[src/rtl/adma2_descriptor_controller.sv]
// ---------------------------------------------------------------------------
// adma2_descriptor_controller
//
// Walks an ADMA2 descriptor table in system memory. Each 96-bit descriptor is
// fetched and decoded. A tran descriptor launches one transfer on the DMA
// datapath. A link descriptor redirects the table pointer. nop and reserved
// descriptors just advance the pointer. The block also records the first
// error and raises the done and interrupt pulses.
//
// Ports
//   CLK, RESET               clock (rising edge), async active-low reset
//   STOP                     stop request level
//   command_reg_write        start at desc_base (pulse)
//   command_reg_continue     resume after a stop (pulse)
//   direction                1 = card-to-memory, latched at start
//   desc_base                descriptor table base address
//   desc_req/desc_addr       descriptor read request and address
//   desc_ack/desc_data       descriptor data valid pulse and payload
//   xfer_start/addr/len/dir  transfer launch pulse and held parameters
//   xfer_done                datapath completion pulse
//   busy, adma_state         engine activity and current state
//   adma_done, adma_int      End-completion and Int pulses
//   adma_error, adma_err_state  sticky error and the state it occurred in
// ---------------------------------------------------------------------------
module adma2_descriptor_controller #(
    parameter int DESC_BYTES  = 12,
    parameter int ACK_TIMEOUT = 255
) (
    input  logic        CLK,
    input  logic        RESET,
    input  logic        STOP,
    input  logic        command_reg_write,
    input  logic        command_reg_continue,
    input  logic        direction,
    input  logic [63:0] desc_base,
    output logic        desc_req,
    output logic [63:0] desc_addr,
    input  logic        desc_ack,
    input  logic [95:0] desc_data,
    output logic        xfer_start,
    output logic [63:0] xfer_addr,
    output logic [16:0] xfer_len,
    output logic        xfer_dir,
    input  logic        xfer_done,
    output logic        busy,
    output logic [1:0]  adma_state,
    output logic        adma_done,
    output logic        adma_int,
    output logic        adma_error,
    output logic [1:0]  adma_err_state
);

    localparam logic [1:0] ST_STOP = 2'd0;
    localparam logic [1:0] ST_FDS  = 2'd1;
    localparam logic [1:0] ST_CADR = 2'd2;
    localparam logic [1:0] ST_TFR  = 2'd3;

    localparam logic [63:0] DESC_STRIDE = 64'(DESC_BYTES);
    // The counter value at which the last allowed wait cycle is running.
    localparam logic [7:0]  ACK_LIMIT   = 8'(ACK_TIMEOUT - 1);

    logic [1:0]  state_q, state_d;
    logic [63:0] desc_ptr_q, desc_ptr_d;
    logic [95:0] desc_q, desc_d;
    logic [7:0]  cnt_q, cnt_d;
    logic        paused_q, paused_d;
    logic        stop_pend_q, stop_pend_d;
    logic        dir_q, dir_d;
    logic        xfer_start_q, xfer_start_d;
    logic [63:0] xfer_addr_q, xfer_addr_d;
    logic [16:0] xfer_len_q, xfer_len_d;
    logic        done_q, done_d;
    logic        int_q, int_d;
    logic        err_q, err_d;
    logic [1:0]  err_state_q, err_state_d;

    // Fields of the latched descriptor.
    logic [63:0] d_addr;
    logic [15:0] d_len;
    logic        d_valid, d_end, d_int;
    logic [1:0]  d_act;

    assign d_addr  = desc_q[95:32];
    assign d_len   = desc_q[31:16];
    assign d_valid = desc_q[0];
    assign d_end   = desc_q[1];
    assign d_int   = desc_q[2];
    assign d_act   = desc_q[5:4];

    // Attribute bits that carry no meaning for this engine.
    logic unused_attr_bits;
    assign unused_attr_bits = ^{desc_q[15:6], desc_q[3]};

    always_comb begin
        state_d      = state_q;
        desc_ptr_d   = desc_ptr_q;
        desc_d       = desc_q;
        cnt_d        = 8'd0;
        paused_d     = paused_q;
        stop_pend_d  = stop_pend_q;
        dir_d        = dir_q;
        xfer_start_d = 1'b0;
        xfer_addr_d  = xfer_addr_q;
        xfer_len_d   = xfer_len_q;
        done_d       = 1'b0;
        int_d        = 1'b0;
        err_d        = err_q;
        err_state_d  = err_state_q;

        case (state_q)
            ST_STOP: begin
                // A stop request in the same cycle suppresses both start pulses.
                if (!STOP) begin
                    if (command_reg_write) begin
                        desc_ptr_d  = desc_base;
                        dir_d       = direction;
                        err_d       = 1'b0;
                        err_state_d = 2'd0;
                        paused_d    = 1'b0;
                        state_d     = ST_FDS;
                    end else if (command_reg_continue && paused_q) begin
                        paused_d = 1'b0;
                        state_d  = ST_FDS;
                    end
                end
            end

            ST_FDS: begin
                if (STOP) begin
                    paused_d = 1'b1;
                    state_d  = ST_STOP;
                end else if (desc_ack) begin
                    desc_d  = desc_data;
                    state_d = ST_CADR;
                end else if (cnt_q == ACK_LIMIT) begin
                    err_d       = 1'b1;
                    err_state_d = ST_FDS;
                    state_d     = ST_STOP;
                end else begin
                    cnt_d = cnt_q + 8'd1;
                end
            end

            ST_CADR: begin
                if (!d_valid) begin
                    err_d       = 1'b1;
                    err_state_d = ST_CADR;
                    state_d     = ST_STOP;
                end else if (d_act == 2'b10) begin
                    desc_ptr_d   = desc_ptr_q + DESC_STRIDE;
                    xfer_addr_d  = d_addr;
                    // A length field of zero stands for the full 64 KiB.
                    xfer_len_d   = (d_len == 16'd0) ? 17'h10000 : {1'b0, d_len};
                    xfer_start_d = 1'b1;
                    stop_pend_d  = STOP;
                    state_d      = ST_TFR;
                end else begin
                    if (d_act == 2'b11) begin
                        desc_ptr_d = d_addr;
                    end else begin
                        desc_ptr_d = desc_ptr_q + DESC_STRIDE;
                    end
                    if (d_end) begin
                        done_d  = 1'b1;
                        state_d = ST_STOP;
                    end else if (STOP) begin
                        paused_d = 1'b1;
                        state_d  = ST_STOP;
                    end else begin
                        state_d = ST_FDS;
                    end
                end
            end

            default: begin // ST_TFR
                // A stop never cuts a transfer short; it takes effect at completion.
                if (xfer_done) begin
                    int_d       = d_int;
                    stop_pend_d = 1'b0;
                    if (d_end) begin
                        done_d  = 1'b1;
                        state_d = ST_STOP;
                    end else if (stop_pend_q || STOP) begin
                        paused_d = 1'b1;
                        state_d  = ST_STOP;
                    end else begin
                        state_d = ST_FDS;
                    end
                end else if (STOP) begin
                    stop_pend_d = 1'b1;
                end
            end
        endcase
    end

    always_ff @(posedge CLK or negedge RESET) begin
        if (!RESET) begin
            state_q      <= ST_STOP;
            desc_ptr_q   <= 64'd0;
            desc_q       <= 96'd0;
            cnt_q        <= 8'd0;
            paused_q     <= 1'b0;
            stop_pend_q  <= 1'b0;
            dir_q        <= 1'b0;
            xfer_start_q <= 1'b0;
            xfer_addr_q  <= 64'd0;
            xfer_len_q   <= 17'd0;
            done_q       <= 1'b0;
            int_q        <= 1'b0;
            err_q        <= 1'b0;
            err_state_q  <= 2'd0;
        end else begin
            state_q      <= state_d;
            desc_ptr_q   <= desc_ptr_d;
            desc_q       <= desc_d;
            cnt_q        <= cnt_d;
            paused_q     <= paused_d;
            stop_pend_q  <= stop_pend_d;
            dir_q        <= dir_d;
            xfer_start_q <= xfer_start_d;
            xfer_addr_q  <= xfer_addr_d;
            xfer_len_q   <= xfer_len_d;
            done_q       <= done_d;
            int_q        <= int_d;
            err_q        <= err_d;
            err_state_q  <= err_state_d;
        end
    end

    assign desc_req       = (state_q == ST_FDS);
    assign desc_addr      = desc_ptr_q;
    assign xfer_start     = xfer_start_q;
    assign xfer_addr      = xfer_addr_q;
    assign xfer_len       = xfer_len_q;
    assign xfer_dir       = dir_q;
    assign busy           = (state_q != ST_STOP);
    assign adma_state     = state_q;
    assign adma_done      = done_q;
    assign adma_int       = int_q;
    assign adma_error     = err_q;
    assign adma_err_state = err_state_q;

endmodule

[config.mk]
export PLATFORM = sky130hd
export DESIGN_NAME = adma2_descriptor_controller
export DESIGN_NICKNAME = d
export VERILOG_FILES = /design/src/rtl/adma2_descriptor_controller.sv
export SDC_FILE = /design/constraint.sdc
export NUM_CORES = 1
export LEC_CHECK = 0
export ABC_AREA = 1
export CORE_AREA = 4 4 159 161
export CTS_CLUSTER_DIAMETER = 200
export DETAILED_ROUTE_END_ITERATION = 7
export DIE_AREA = 0 0 163 165
export PLACE_DENSITY_LB_ADDON = 0.12
export REMOVE_ABC_BUFFERS = 1
export SLEW_MARGIN = 40
export SYNTH_ARGS = -nofsm -noshare
export SYNTH_HDL_FRONTEND = slang
export SYNTH_SLANG_ARGS = --single-unit
[constraint.sdc]
create_clock -name CLK -period 3.3 [get_ports CLK]
set_input_delay 0.825 -clock CLK [delete_from_list [all_inputs] [get_ports CLK]]
set_output_delay 0.825 -clock CLK [all_outputs]
set_load 0.01 [all_outputs]
==> metrics.md <==
| Metric | Value |
|---|---|
| Run status | completed |
| Max Clock Freq | 352 MHz |
| Most instantiated cells after synthesis | nand2_1, dfrtp_1, a21oi_1 |
| # diodes | 0 |
| Crit path launch type | flop |
| Vias in the first global route | 12100 |
| Worst Path Max Fanout | 5 |
| Remaining DRCs | 0 |
| Worst path required time | 2.47 ns |
| TritonCTS clock tree | yes |
| Post-synth EDFFs | 0 |
| # setup viols final | 0 |
| Crit Path Class | reg -> out |
| Final net count | 2085 |
| Die X | 163 um |
| # clock sinks | 249 |
| Initial core utilization | 0.533 |
| Cell count after placement | 2206 |
| Grt ovf | 0 |
| I/O pin total | 324 |
| WL final | 39800 um |
| IO buf count | 312 |
| Clk buf depth | 3 |
| Clk root buf | clkbuf_16 |
| Clock skew | 0.0120 ns |
| Syn avg cell area | 7.85 um2 |
| Yosys warns | 0 |
| Final hold violation count | 0 |
| Num CTS Buffers | 26 |
| Post-CTS sizing | 0 |
| Critical R2R Launch | adma_state[0]$_DFFE_PN0P_ |
| Share of the clock period used by the worst path | 0.860 |
| WP data arrival | 2.01 ns |
| Worst skew pair latency | 0.53 ns |
| Max-Cap Viols | 0 |
| Slew of the pin with the lowest slew margin | 0.626 ns |
| Worst-path clk slew | 0.06 ns |
| Final min period | 2.84 ns |
| Register area share after synthesis | 0.488 |
| Antenna violations before repair | 3 |
| DRC marker count from the first detailed-route iteration | 1075 |
| VDD IR-drop max | 0.576 mV |
| Most area-consuming cells after synthesis | dfrtp_1, nand2_1, a21oi_1 |
| H-tree levels | 1 |
| Unrepaired setup endpoints after global routing | no |
| Height of the chip | 165 um |
| Post-route ant nets | 0 |
| Hold Crit Class | in -> async |
| Dpl cell area | 0.0162 mm2 |
| Post-CTS Setup Repair Bufs | 0 |
| Netlist cell types | 47 |
| Slew Limit Fails | 0 |
| Leakage power | 7.72 nW |
| Synth area leader | dfrtp_1 |
| Cell with the most instances after synthesis | nand2_1 |
| RD Place Congestion | 0.913 |
| Area delta synth->final | 33.6% |
| Die area | 0.0269 mm2 |
| Detailed Routing Iterations Pass 1 | 5 |
| PD cells | 946 mW/mm2 |
| CTS Hold Bufs | 0 |
| Syn Inst Count | 1627 |
| Post-synth top flop | dfrtp_1 |
| FF-to-FF setup slack | 0.96 ns |
| DR vias/cell | 5.38 |
| Synth Cell Area | 0.0128 mm2 |
| # fillers | 1938 |
| DR WL/cell | 17.7 um |
| Crit. Startpoint | adma_state[0]$_DFFE_PN0P_ |
| Fin cells | 2250 |
| Share of cells above drive strength 1 | 0.0722 |
| Fin area | 0.0171 mm2 |
| Async set-reset flop share out of synthesis | 1.00 |
| First-pass GRT wire length | 63100 um |
| Flops & latches, synth | 249 |
| CORE AREA | 0.0240 mm2 |
| Worst Setup End Kind | output port |
| Setup TNS | 0 ns |
| DR vias | 12100 |
| Site row count | 57 |
| Slew HR | 0.583 |
| GRT Total Usage | 0.291 |
| Post-synth top area share | 0.488 |
| Post-DP HPWL | 29000 um |
| Pin count of the biggest net entering global routing | 113 |
==> sequential cells by signal, indices dropped and copies added, names as in the netlist <==
name and flops:
adma_err_state 2, desc_q 85, desc_addr 64, adma_error 1, xfer_start 1, cnt_q 8
adma_int 1, xfer_addr 64, adma_done 1, paused_q 1, stop_pend_q 1, adma_state 2
xfer_dir 1, xfer_len 17
==> worst max-delay path: stages, from the launching register on <==
cell,delay (ns)
dfrtp_1,0.44
inv_1,0.10
ha_1,0.28
inv_2,0.12
clkdlybuf4s50_1,0.55
==> where the power goes <==
part / total (W) / leakage (nW) / switching (W) / internal [W]
clock: 0.00295 / 0.422 / 0.00118 / 0.00177
sequential: 0.00561 / 2.97 / 0.00118 / 0.00442
combinational: 0.00759 / 4.33 / 0.00431 / 0.00329
==> final timing paths <==
path | to | cells past startpoint
worst max-delay path | busy | 4
worst min-delay path | xfer_addr[38]$_DFFE_PN0P_ | 1
worst max register to register | xfer_addr[28]$_DFFE_PN0P_ | 8
worst min register to register | cnt_q[0]$_DFF_PN0_ | 1
max in group asynchronous | desc_addr[29]$_DFFE_PN0P_ | 2
min in group CLK | cnt_q[0]$_DFF_PN0_ | 1
==> metrics by stage <==
| step | power, W | utilization | setup WS [ns] | hold slack (ns) |
|---|---|---|---|---|
| finish | 0.0162 | 0.712 | 0.462 | 0.265 |
| global route | 0.0173 | 0.712 | 0.350 | 0.313 |
| CTS | 0.0162 | 0.712 | 0.444 | 0.305 |
| detailed placement | 0.0132 | 0.677 | 0.522 | 0.469 |
| global placement | 0.0129 | 0.677 | 0.591 | 0.464 |
| floorplan | 0.00951 | - | -0.850 | 0.455 |
==> cells by family after synthesis <==
kind of cell | Yosys count | share of synthesized area
and+or+nand+nor | 723 | 0.247
buffers and inverters | 228 | 0.0720
muxes | 18 | 0.0159
xor gates and xnor gates | 18 | 0.0123
adders and majority gates | 7 | 0.00686
DFF | 249 | 0.488
AOI/OAI and AO/OA | 384 | 0.159
==> layout by cell type, fill, tap and decap left out, types with 11 or more instances in the layout <==
cell	n
nor2_4	11
clkbuf_16	27
nand4_1	21
inv_1	142
a21oi_1	223
nor2_2	15
mux2_2	18
nor3_1	13
nand2_1	339
dfrtp_1	249
o21ai_0	114
a22oi_1	19
nand3_1	60
clkdlybuf4s50_1	311
nand2_2	16
nor2_1	219
==> layer usage <==
layer,global-route usage,part of all wire,up-vias
met3,0.0689,0.080,83
met5,0,0.00085,-
li1,-,-,5870
met1,0.374,0.40,5724
met2,0.493,0.49,423
met4,0.0911,0.030,6
==> area by class of cell <==
class,count,area (um2),area share
sequential,249,6230,0.365
clock inverter,6,82.6,0.00484
tap,324,405,0.0237
inverter,154,581,0.0340
multi-input combinational,1150,5640,0.330
timing repair buffer,329,3360,0.197
clock buffer,38,777,0.0455
No activity file was read; power rests on OpenSTA's default activity.
